[config.mk]
export PLATFORM = sky130hd
export DESIGN_NAME = irq_pending_collector
export DESIGN_NICKNAME = d
export VERILOG_FILES = /design/src/rtl/irq_pkg.sv /design/src/rtl/req_edge_det.sv /design/src/rtl/irq_pending_collector.sv
export SDC_FILE = /design/constraint.sdc
export NUM_CORES = 1
export LEC_CHECK = 0
export ABC_AREA = 0
export BUFFER_PORTS_ARGS = -buffer_cell sky130_fd_sc_hd__buf_2
export CAP_MARGIN = 20
export CORE_ASPECT_RATIO = 1.2
export CORE_UTILIZATION = 58
export CTS_BUF_LIST = sky130_fd_sc_hd__clkbuf_8
export CTS_CLUSTER_DIAMETER = 60
export CTS_CLUSTER_SIZE = 12
export DETAILED_ROUTE_END_ITERATION = 12
export GPL_TIMING_DRIVEN = 0
export PLACE_DENSITY = 0.87
export SLEW_MARGIN = 0
export SYNTH_ARGS = -nofsm -noshare
export SYNTH_HDL_FRONTEND = slang
export SYNTH_SLANG_ARGS = --single-unit
[constraint.sdc]
create_clock -name clk -period 3.3 [get_ports clk]
set_input_delay 0.33 -clock clk [delete_from_list [all_inputs] [get_ports clk]]
set_output_delay 0.33 -clock clk [all_outputs]
set_load 0.05 [all_outputs]
[src/rtl/irq_pkg.sv]
// Shared constants and FSM state type for the interrupt pending collector.
package irq_pkg;
  localparam int N_REQ_DEF = 8;
  localparam int IDX_W_DEF = 3;
  localparam logic [N_REQ_DEF-1:0] MASK_RST_DEF = 8'hFF;

  typedef enum logic {
    IDLE = 1'b0,
    HOLD = 1'b1
  } coll_state_e;
endpackage

[src/rtl/req_edge_det.sv]
// Rising-edge detector: registers the request lines and flags 0->1 transitions.
module req_edge_det #(
  parameter int W = 8
) (
  input  logic         clk,
  input  logic         rst_n,
  input  logic [W-1:0] req,
  output logic [W-1:0] rise
);
  logic [W-1:0] req_q;
  logic [W-1:0] req_d;

  always_comb begin
    req_d = req;
  end

  // Reset to 0 so a request held high across reset release counts as a rise.
  always_ff @(posedge clk or negedge rst_n) begin
    if (!rst_n) req_q <= '0;
    else        req_q <= req_d;
  end

  assign rise = req & ~req_q;
endmodule

[src/rtl/irq_pending_collector.sv]
// Captures request edges into sticky pending bits, applies a mask and hands a
// frozen snapshot to the priority encoder until the serviced index is acked.
module irq_pending_collector
  import irq_pkg::*;
#(
  parameter int               N_REQ    = N_REQ_DEF,
  parameter int               IDX_W    = IDX_W_DEF,
  parameter logic [N_REQ-1:0] MASK_RST = MASK_RST_DEF
) (
  input  logic             clk,
  input  logic             rst_n,
  input  logic [N_REQ-1:0] req,
  input  logic             mask_we,
  input  logic [N_REQ-1:0] mask_wdata,
  input  logic             ack,
  input  logic [IDX_W-1:0] ack_idx,
  input  logic             ovf_clr,
  output logic [N_REQ-1:0] vec_o,
  output logic             vec_vld,
  output logic [N_REQ-1:0] pending,
  output logic [N_REQ-1:0] ovf,
  output logic             ack_err
);
  // Handshake: vec_o is valid while vec_vld=1 and stays frozen until an ack
  // whose ack_idx selects a set bit of vec_o; any other ack in HOLD is an error.
  logic [N_REQ-1:0] rise;
  logic [N_REQ-1:0] pending_q, pending_d;
  logic [N_REQ-1:0] ovf_q, ovf_d;
  logic [N_REQ-1:0] mask_q, mask_d;
  logic [N_REQ-1:0] clr;
  logic [N_REQ-1:0] ovf_set;
  logic [N_REQ-1:0] enabled;
  logic             ack_hit;

  coll_state_e      state_q;
  logic [N_REQ-1:0] vec_q;
  logic             vld_q;
  logic             ack_err_q;

  req_edge_det #(.W(N_REQ)) u_edge (
    .clk   (clk),
    .rst_n (rst_n),
    .req   (req),
    .rise  (rise)
  );

  always_comb begin
    ack_hit = (state_q == HOLD) && ack && vec_q[ack_idx];
    clr     = '0;
    if (ack_hit) clr[ack_idx] = 1'b1;
    // A rise on a bit being cleared re-arms it and is not a lost event.
    pending_d = (pending_q & ~clr) | rise;
    ovf_set   = rise & pending_q & ~clr;
    ovf_d     = (ovf_q & ~{N_REQ{ovf_clr}}) | ovf_set;
    mask_d    = mask_we ? mask_wdata : mask_q;
    enabled   = pending_q & mask_q;
  end

  always_ff @(posedge clk or negedge rst_n) begin
    if (!rst_n) begin
      pending_q <= '0;
      ovf_q     <= '0;
      mask_q    <= MASK_RST;
    end else begin
      pending_q <= pending_d;
      ovf_q     <= ovf_d;
      mask_q    <= mask_d;
    end
  end

  always_ff @(posedge clk or negedge rst_n) begin
    if (!rst_n) begin
      state_q   <= IDLE;
      vec_q     <= '0;
      vld_q     <= 1'b0;
      ack_err_q <= 1'b0;
    end else begin
      ack_err_q <= 1'b0;
      case (state_q)
        IDLE: begin
          if (enabled != '0) begin
            vec_q   <= enabled;
            vld_q   <= 1'b1;
            state_q <= HOLD;
          end
        end
        HOLD: begin
          if (ack) begin
            if (ack_hit) begin
              vec_q   <= '0;
              vld_q   <= 1'b0;
              state_q <= IDLE;
            end else begin
              ack_err_q <= 1'b1;
            end
          end
        end
        default: begin
          state_q <= IDLE;
          vec_q   <= '0;
          vld_q   <= 1'b0;
        end
      endcase
    end
  end

  assign vec_o   = vec_q;
  assign vec_vld = vld_q;
  assign pending = pending_q;
  assign ovf     = ovf_q;
  assign ack_err = ack_err_q;
endmodule

==> impl_metrics.py, run 1 <==
metrics = {
    "layout": {
        "fin_area_um2": 2313,
        "antenna_cells": 0,
        "mostFrequentLayoutCell": "buf_2",
        "final_cells": 261,
        "final_net_count": 248,
        "drive_gt1_share_pct": 34.67,
        "finish.utilization_pct": 75.04,
        "multiInputGateArea_um2": 769.5,
        "fillers": 216,
        "area_delta_synth_final_pct": 21.41,
        "regArea_um2": 1086,
        "mostFrequentLayoutCells": "buf_2 (47), dfrtp_1 (35), nor2b_1 (21), nand2_1 (19), nor2_1 (17)",
    },
    "timing": {
        "hold_viol_final": 0,
        "setup-tns-final_ns": 0,
        "skew_ns": 0.005834,
        "max_freq_ghz": 0.5931,
        "slew_headroom_pct": 38.97,
        "rsz0062_at_grt": "no",
        "holdWs_ns": 0.1532,
        "worstMarginPinSlew_ns": 0.9155,
        "finalMaxSlewViolations": 0,
        "period_minus_slack_ns": 1.686,
        "period_share_pct": 51.10,
        "finalSetupViolCount": 0,
        "layout_setup_ws_ns": 1.614,
    },
    "floorplan": {
        "core_um2": 3083,
        "dieHeight_um": 64.79,
        "die_w_um": 54.33,
        "initial_utilization_pct": 61.81,
        "rows": 22,
        "die-area_um2": 3520,
        "pin_count": 50,
    },
    "synthesis": {
        "ys_warn_count": 0,
        "ys_seq_elements": 43,
        "synth_cell_types": 31,
        "postSynthCellCount": 171,
        "syn_avg_cell_area_um2": 11.14,
        "syn_nets": 195,
        "yosysSeqAreaShare_pct": 56.99,
        "synth_area_um2": 1906,
    },
    "hold_path": {
        "hp-class": "in -> reg",
    },
    "cts": {
        "holdBufCountCts": 0,
        "htree_num_levels": 2,
        "clock_sinks": 43,
        "cts_setup_buffers": 0,
        "root_buffer": "clkbuf_8",
        "clk_path_buf_depth": 2,
        "insertion_delay_ns": 0.29,
        "cts_tree": "built",
        "clk_pin_slew_worst_paths_ns": 0.08,
        "cts_resized": 0,
        "cts_made_buffers": 5,
    },
    "drt": {
        "wl_mm": 4.292,
        "drt_iter0_drc": 61,
        "wl_per_cell_um": 16.44,
        "viasPerCell": 6.015,
        "vias": 1570,
        "ant_nets": 0,
        "first_pass_iters": 4,
        "drc": 0,
    },
    "grt": {
        "grt_max_degree": 44,
        "antenna_found_initial": 0,
        "grt_pass1_vias": 1531,
        "globalRouteOverflowTotal": 0,
        "grt_first_pass_wirelength_mm": 7.003,
        "grtUsageTotal_pct": 28.14,
    },
    "placed_design": {
        "place_ws_ns": 1.532,
        "dp.final_hpwl_mm": 3.106,
        "place.gp.congestion": 0.8483,
        "dp_cells": 253,
        "portBuffers": 46,
        "dpl_cell_area_um2": 2181,
    },
    "critical_path": {
        "critPathMaxFanout": 8,
        "worstPathArrival_ns": 1.87,
        "start_kind": "register",
        "path_class": "reg -> reg",
        "required_ns": 3.48,
        "timing.critical_path.to_type": "register",
    },
    "power": {
        "vdd_drop_max_v": 0.0005852,
        "p_leak_nw": 1.032,
        "powerDensity_nw_per_um2": 795.8,
        "total_power_mw": 1.841,
    },
    "run": {
        "cap_violations": 0,
    },
    "status": {
        "status": "finished clean",
    },
}
[final timing paths]
path / start / to / slack (ns) / cells after the start
setup / recovery: vec_o[1]$_DFFE_PN0P_ / vec_o[6]$_DFFE_PN0P_ / 1.61 / 4
hold / removal: req[3] / u_edge.req_q[3]$_DFF_PN0_ / 0.15 / 1
setup reg to reg: vec_o[1]$_DFFE_PN0P_ / vec_o[6]$_DFFE_PN0P_ / 1.61 / 4
hold reg to reg: mask_q[0]$_DFFE_PN1P_ / vec_o[0]$_DFFE_PN0P_ / 0.54 / 2
max in group asynchronous: rst_n / pending[7]$_DFF_PN0_ / 2.57 / 1
min in group asynchronous: rst_n / vec_o[3]$_DFFE_PN0P_ / 0.17 / 1
[cell usage after synthesis, drive strengths merged]
cell     number  share of area, %
o21bai        1              0.39
and4bb        2               1.3
dfrtp        35                46
a21oi        11               2.9
o21ai         2              0.52
a31oi        12               3.9
buf           3               1.6
mux4          1               1.2
a2bb2oi       2              0.92
nand3         1              0.26
nor2         18               3.9
a21boi        1              0.39
dfstp         8                11
o32ai         8               3.7
clkbuf        3              0.59
inv           2              0.39
mux2          8               4.7
and4          1              0.46
a41oi         1              0.85
nor2b        21               6.9
nor3b         3               1.2
nand2        20               4.3
nor3          3              0.79
mux2i         2               1.1
and2          2              0.66
[power breakdown]
| group | leakage [nW] | internal [mW] | switching, mW |
|---|---|---|---|
| sequential | 0.485 | 0.629 | 0.0641 |
| clock | 0.0695 | 0.299 | 0.177 |
| combinational | 0.477 | 0.188 | 0.484 |
[worst max-delay path: stages (launching register included)]
cell and delay, ns:
dfrtp_1 0.41, and4bb_2 0.24, o21ai_1 0.46, nand2_1 0.17, o32ai_1 0.30
[state kept, by name (all words and copies together) (netlist names)]
register	flops
ack_err	1
mask_q	8
ovf	8
pending	8
state_q	1
u_edge.req_q	8
vec_o	8
vec_vld	1
[cell families (layout without fill, tap and decap cells)]
| logic type | Yosys count | after routing | synth area share, % |
|---|---|---|---|
| AO/OA/AOI/OAI | 38 | 38 | 13.59 |
| buffers and inverters | 8 | 62 | 2.626 |
| flip-flops | 43 | 43 | 56.99 |
| multiplexers | 11 | 11 | 6.960 |
| AND/OR/NAND/NOR | 71 | 71 | 19.83 |
[final cells by class]
| cell class | count | share of cell area [%] |
|---|---|---|
| clock inverters | 3 | 2.758 |
| repair buffers | 46 | 9.951 |
| plain buffers | 6 | 1.839 |
| flip-flops and latches | 43 | 46.94 |
| inverters | 2 | 0.3245 |
| multi-input cells | 120 | 33.26 |
| well taps | 36 | 1.947 |
| clock buffers | 5 | 2.975 |
[layer usage]
metal	global-route usage, %	part of all wire [%]	up-vias
met3	5.164	4.9	12
met2	44.66	52	70
li1	-	-	716
met4	14.42	2.4	0
met1	35.66	41	772
met5	0	0	-
Power figures use the tool's default switching activity.
==> inputs of run 2 (changes only) <==
--- a/config.mk
+++ b/config.mk
@@ -5,17 +5,17 @@
 export SDC_FILE = /design/constraint.sdc
 export NUM_CORES = 1
 export LEC_CHECK = 0
-export ABC_AREA = 0
+export ABC_AREA = 1
 export BUFFER_PORTS_ARGS = -buffer_cell sky130_fd_sc_hd__buf_2
 export CAP_MARGIN = 20
 export CORE_ASPECT_RATIO = 1.2
-export CORE_UTILIZATION = 58
+export CORE_UTILIZATION = 49
 export CTS_BUF_LIST = sky130_fd_sc_hd__clkbuf_8
 export CTS_CLUSTER_DIAMETER = 60
 export CTS_CLUSTER_SIZE = 12
 export DETAILED_ROUTE_END_ITERATION = 12
 export GPL_TIMING_DRIVEN = 0
-export PLACE_DENSITY = 0.87
+export PLACE_DENSITY = 0.78
 export SLEW_MARGIN = 0
 export SYNTH_ARGS = -nofsm -noshare
 export SYNTH_HDL_FRONTEND = slang
==> constraint.sdc (replaced) <==
create_clock -name clk -period 1.4 [get_ports clk]
set_input_delay 0.14 -clock clk [delete_from_list [all_inputs] [get_ports clk]]
set_output_delay 0.14 -clock clk [all_outputs]
set_load 0.05 [all_outputs]
==> run 2 against run 1 <==
The flow now finishes with violations (negative hold slack). Combinational power is 110% higher. Clock-buffer cell count grew 2. First-iteration DRC count is 34% lower. Maximum frequency rose by 33%. Worst setup slack lost 1.5 ns.
==> impl_metrics.py, run 2 <==
metrics = {
    "drt": {
        "drt_iter0_drc": 40,
        "first_pass_iters": 4,
        "vias": 1548,
        "wl_per_cell_um": 12.23,
        "drc": 0,
        "viasPerCell": 4.778,
        "ant_nets": 0,
        "wl_mm": 3.964,
    },
    "critical_path": {
        "rrSetupSlack_ns": 0.13,
        "timing.critical_path.to_type": "register",
        "start_kind": "register",
        "ff2ff_path_depth": 5,
        "worstPathArrival_ns": 1.51,
        "reg2reg_from": "pending[0]$_DFF_PN0_",
        "critPathMaxFanout": 10,
        "rr_endpoint": "vec_o[6]$_DFFE_PN0P_",
        "path_class": "reg -> reg",
        "required_ns": 1.64,
        "timing.critical_path.to": "vec_o[6]$_DFFE_PN0P_",
        "critPathLaunch": "pending[0]$_DFF_PN0_",
    },
    "timing": {
        "skew_ns": 0.004172,
        "setup-tns-final_ns": 0,
        "rsz0062_at_grt": "no",
        "period_share_pct": 90.65,
        "holdWs_ns": -0.02757,
        "hold_viol_final": 35,
        "period_minus_slack_ns": 1.269,
        "slew_headroom_pct": 37.70,
        "max_freq_ghz": 0.7879,
        "worstMarginPinSlew_ns": 0.9345,
        "finalMaxSlewViolations": 0,
        "finalSetupViolCount": 0,
    },
    "run": {
        "cap_violations": 0,
    },
    "grt": {
        "globalRouteOverflowTotal": 0,
        "grt_first_pass_wirelength_mm": 6.568,
        "grtUsageTotal_pct": 21.83,
        "grt_pass1_vias": 1429,
        "grt_max_degree": 44,
        "antenna_found_initial": 0,
    },
    "synthesis": {
        "syn_nets": 235,
        "postSynthCellCount": 211,
        "syn_avg_cell_area_um2": 9.079,
        "synth_area_um2": 1916,
        "synth_commonest_cells": "nand2_1 (71), dfrtp_1 (35), nand3_1 (26)",
        "synth_top_cell_area_share_pct": 45.72,
        "synth-main-ff-cell": "dfrtp_1",
        "synth-edff-count": 0,
        "synth_cell_types": 20,
        "synth_area_leaders": "dfrtp_1 (46%), nand2_1 (14%), dfstp_2 (11%), nand3_1 (6.8%), mux2_2 (4.7%)",
        "ys_seq_elements": 43,
        "yosysMostFrequentCell": "nand2_1",
        "yosys.area.top_type": "dfrtp_1",
        "ys_warn_count": 0,
        "synthArstFlopShare_pct": 100.0,
        "yosysSeqAreaShare_pct": 56.69,
    },
    "layout": {
        "area_delta_synth_final_pct": 25.02,
        "mostFrequentLayoutCells": "nand2_1 (71), buf_2 (45), dfrtp_1 (34), nand3_1 (26), inv_1 (21)",
        "final_cells": 324,
        "mostFrequentLayoutCell": "nand2_1",
        "final_net_count": 295,
        "fillers": 323,
        "antenna_cells": 0,
        "finish.utilization_pct": 64.84,
        "drive_gt1_share_pct": 31.25,
    },
    "cts": {
        "insertion_delay_ns": 0.30,
        "clk_pin_slew_worst_paths_ns": 0.07,
        "root_buffer": "clkbuf_8",
        "clk_path_buf_depth": 2,
        "cts_made_buffers": 5,
        "clock_sinks": 43,
        "cts_setup_buffers": 0,
        "htree_num_levels": 2,
        "cts_tree": "built",
    },
    "power": {
        "powerDensity_nw_per_um2": 1624,
        "p_leak_nw": 1.320,
        "vdd_drop_max_v": 0.0008520,
    },
    "placed_design": {
        "portBuffers": 45,
        "dp_cells": 308,
        "place.gp.congestion": 0.8193,
        "dp.final_hpwl_mm": 2.787,
    },
    "floorplan": {
        "pin_count": 50,
        "die-area_um2": 4164,
        "initial_utilization_pct": 51.86,
        "dieHeight_um": 70.49,
        "core_um2": 3694,
        "rows": 24,
        "die_w_um": 59.08,
    },
    "hold_path": {
        "hp-class": "in -> async",
    },
    "status": {
        "failed_checks": "negative hold slack",
        "status": "complete, but fails checks",
    },
}
-- run 2: worst min-delay path by stage --
| stage | endpoint | slack (ns) |
|---|---|---|
| after floorplan | ack_err$_DFF_PN0_ | -0.16 |
| after global placement | u_edge.req_q[7]$_DFF_PN0_ | 0.26 |
| after detailed placement | u_edge.req_q[6]$_DFF_PN0_ | 0.26 |
| after CTS | ovf[4]$_DFF_PN0_ | 0.003 |
| after global routing | u_edge.req_q[6]$_DFF_PN0_ | 0.04 |
| final | u_edge.req_q[4]$_DFF_PN0_ | -0.03 |
-- run 2: layout make-up --
cell class | instances | area, um^2 | share of cell area (%)
multi-input cells | 140 | 698.2 | 29.15
inverters | 24 | 97.59 | 4.075
clock buffers | 7 | 96.34 | 4.023
repair buffers | 53 | 305.3 | 12.75
well taps | 52 | 65.06 | 2.717
plain buffers | 4 | 41.29 | 1.724
clock inverters | 1 | 3.754 | 0.1567
flip-flops and latches | 43 | 1087 | 45.40
-- run 2: cell families after synthesis --
logic type,Yosys count,synth area share (%)
and+or+nand+nor,131,30.89
DFF,43,56.69
buffers and inverters,28,7.250
muxes,8,4.703
AOI/OAI and AO/OA,1,0.4573
-- run 2: where the power goes --
part | internal (mW) | leakage, nW | switching, mW
Sequential | 1.48 | 0.482 | 0.166
Combinational | 0.350 | 0.782 | 1.05
Clock | 0.443 | 0.0557 | 0.406
Total | 2.27 | 1.32 | 1.62
-- run 2: through the flow --
stage | power (mW) | instance area (um^2) | worst slack, ns | hold WS (ns)
finish | 3.889 | 2395 | 0.1309 | -0.02757
global route | 4.096 | 2395 | 0.04204 | 0.03923
CTS | 3.896 | 2387 | 0.09634 | 0.003117
detailed placement | 3.033 | 2207 | 0.1087 | 0.2640
global placement | 3.006 | 2207 | 0.1622 | 0.2621
floorplan | 2.682 | 1917 | 0.04745 | -0.1556
-- run 2: timing repair --
item | 4_1_cts | 5_1_grt
resized for setup | 0 | 1
hold endpoints to repair | 8 | 0
hold buffers | 8 | 0
endpoints found under the setup margin | 0 | 5
-- run 2: worst max-delay path, stage by stage (launching register included) --
cell and delay [ns]:
dfrtp_1 0.44, nand2_1 0.09, nand4_1 0.18, o21ai_4 0.30
nand3_1 0.13, nand2_1 0.08
-- run 2: routing by layer --
| metal | vias up | part of all wire (%) | track usage (%) |
|---|---|---|---|
| met5 | - | 0 | 0 |
| met4 | 0 | 2.0 | 9.524 |
| met3 | 7 | 4.2 | 5.926 |
| met2 | 36 | 47 | 32.70 |
| met1 | 724 | 47 | 29.48 |
| li1 | 781 | - | - |
==> inputs of run 3 (changes only) <==
--- a/config.mk
+++ b/config.mk
@@ -14,7 +14,6 @@
 export CTS_CLUSTER_DIAMETER = 60
 export CTS_CLUSTER_SIZE = 12
 export DETAILED_ROUTE_END_ITERATION = 12
-export GPL_TIMING_DRIVEN = 0
 export PLACE_DENSITY = 0.78
 export SLEW_MARGIN = 0
 export SYNTH_ARGS = -nofsm -noshare
==> run 3 against run 2 <==
The run now ends clean. Global-route usage increased by 1.3 points. Power decreased by 2.2%. Combinational power about the same. Register-to-register slack about the same. Maximum frequency about the same. Largest cell class unchanged. Largest power group unchanged. Worst hold slack improved by 0.10 ns. Cell count increased by 2.2%. Clock skew decreased by 0.0011 ns. Die area unchanged.
==> impl_metrics.py, run 3 (synthesized netlist as in run 2, its figures left out) <==
metrics = {
    "status": {
        "status": "finished clean",
    },
    "drt": {
        "drc": 0,
        "viasPerCell": 4.849,
        "wl_mm": 4.219,
        "ant_nets": 0,
        "drt_iter0_drc": 76,
        "wl_per_cell_um": 12.75,
        "vias": 1605,
        "first_pass_iters": 4,
    },
    "timing": {
        "skew_ns": 0.003087,
        "max_freq_ghz": 0.7881,
        "finalMaxSlewViolations": 0,
        "worstMarginPinSlew_ns": 0.3665,
        "hold_viol_final": 0,
        "period_share_pct": 90.63,
        "slew_headroom_pct": 75.56,
        "period_minus_slack_ns": 1.269,
        "setup-tns-final_ns": 0,
        "finalSetupViolCount": 0,
        "rsz0062_at_grt": "no",
    },
    "layout": {
        "drive_gt1_share_pct": 32.62,
        "mostFrequentLayoutCells": "nand2_1 (71), buf_2 (49), dfrtp_1 (34), nand3_1 (26), inv_1 (22)",
        "area_delta_synth_final_pct": 25.80,
        "final_net_count": 302,
        "mostFrequentLayoutCell": "nand2_1",
        "antenna_cells": 0,
    },
    "placed_design": {
        "portBuffers": 49,
        "place.gp.congestion": 0.8369,
        "dp.final_hpwl_mm": 3.175,
    },
    "cts": {
        "cts_made_buffers": 5,
        "cts_tree": "built",
        "insertion_delay_ns": 0.29,
        "clk_pin_slew_worst_paths_ns": 0.07,
        "clk_path_buf_depth": 2,
        "root_buffer": "clkbuf_8",
        "htree_num_levels": 2,
        "clock_sinks": 43,
    },
    "critical_path": {
        "path_depth": 9,
        "rr_endpoint": "vec_o[6]$_DFFE_PN0P_",
        "path_buf_inv": 1,
        "critPathMaxFanout": 10,
        "timing.critical_path.to_type": "register",
        "crit_family": "simple AND/OR/NAND/NOR gates",
        "crit_chain": "inv_1, nand2_2, nand2_2, nor2_2, nor2_2, nand2_4, nand2_4, nand3_1, nand2_1",
        "rrSetupSlack_ns": 0.13,
        "start_kind": "register",
        "ff2ff_path_depth": 9,
        "slowest_delay_ns": 0.43,
        "path_class": "reg -> reg",
        "worstPathArrival_ns": 1.50,
        "crit_slowest_cell": "dfrtp_2",
        "required_ns": 1.63,
        "reg2reg_from": "vec_o[5]$_DFFE_PN0P_",
    },
    "power": {
        "powerDensity_nw_per_um2": 1579,
        "vdd_drop_max_v": 0.0008511,
        "total_power_mw": 3.804,
        "p_leak_nw": 1.341,
    },
    "floorplan": {
        "rows": 24,
        "pin_count": 50,
        "initial_utilization_pct": 51.86,
        "die_w_um": 59.08,
        "dieHeight_um": 70.49,
        "core_um2": 3694,
        "die-area_um2": 4164,
    },
    "hold_path": {
        "hp-start": "mask_wdata[1]",
        "hp-class": "in -> reg",
        "min_to": "mask_q[1]$_DFFE_PN1P_",
        "hold_path_depth": 2,
    },
    "run": {
        "cap_violations": 0,
    },
    "grt": {
        "grt_pass1_vias": 1550,
        "antenna_found_initial": 0,
        "grt_max_degree": 18,
        "grt_first_pass_wirelength_mm": 7.010,
        "grtUsageTotal_pct": 23.16,
        "globalRouteOverflowTotal": 0,
    },
}
run 3: worst max path at each step:
| stage | from | end | slack, ns |
|---|---|---|---|
| after CTS | pending[4]$_DFF_PN0_ | vec_o[6]$_DFFE_PN0P_ | 0.12 |
| after global routing | pending[5]$_DFF_PN0_ | vec_o[6]$_DFFE_PN0P_ | 0.03 |
| after detailed placement | pending[4]$_DFF_PN0_ | vec_o[4]$_DFFE_PN0P_ | 0.15 |
| final | vec_o[5]$_DFFE_PN0P_ | vec_o[6]$_DFFE_PN0P_ | 0.13 |
| after floorplan | vec_o[6]$_DFFE_PN0P_ | vec_o[0]$_DFFE_PN0P_ | 0.05 |
| after global placement | pending[4]$_DFF_PN0_ | vec_o[2]$_DFFE_PN0P_ | 0.17 |
run 3: final cells by class:
cell class	instances	area, um^2
clock inverters	3	12.51
repair buffers	64	380.4
well taps	52	65.06
multi-input cells	140	698.2
clock buffers	5	68.82
fillers	339	1284
inverters	24	97.59
flip-flops and latches	43	1087
run 3: routing by layer:
layer  wire (um)  part of all wire (%)  global-route usage [%]
met5           0                     0                       0
met4          63                   1.5                   9.788
met3         115                   2.7                   3.519
met2        2198                    52                   39.14
met1        1843                    44                   28.93
run 3: per-stage QoR:
| step | cell area [um^2] | worst slack [ns] | hold WS (ns) | std cells | util (%) |
|---|---|---|---|---|---|
| global placement | 2231 | 0.1744 | 0.06988 | 314 | 60.40 |
| finish | 2410 | 0.1312 | 0.07640 | 331 | 65.24 |
| CTS | 2402 | 0.1152 | 0.07095 | 331 | 65.04 |
| detailed placement | 2231 | 0.1538 | 0.07574 | 314 | 60.40 |
| global route | 2410 | 0.02799 | 0.07679 | 331 | 65.24 |
| floorplan | 1917 | 0.04745 | -0.1556 | 211 | - |
run 3: where the power goes:
group	switching [mW]	total [mW]	internal, mW
sequential	0.169	1.65	1.48
clock	0.389	0.724	0.335
combinational	1.06	1.43	0.373
total	1.62	3.80	2.19
run 3: what timing repair did:
action / in CTS / in global routing
hold buffers: 9 / 0
endpoints found under the hold margin: 18 / 0
setup endpoints to repair: 0 / 1
gates resized for setup: 0 / 1
setup buffers: 0 / 0
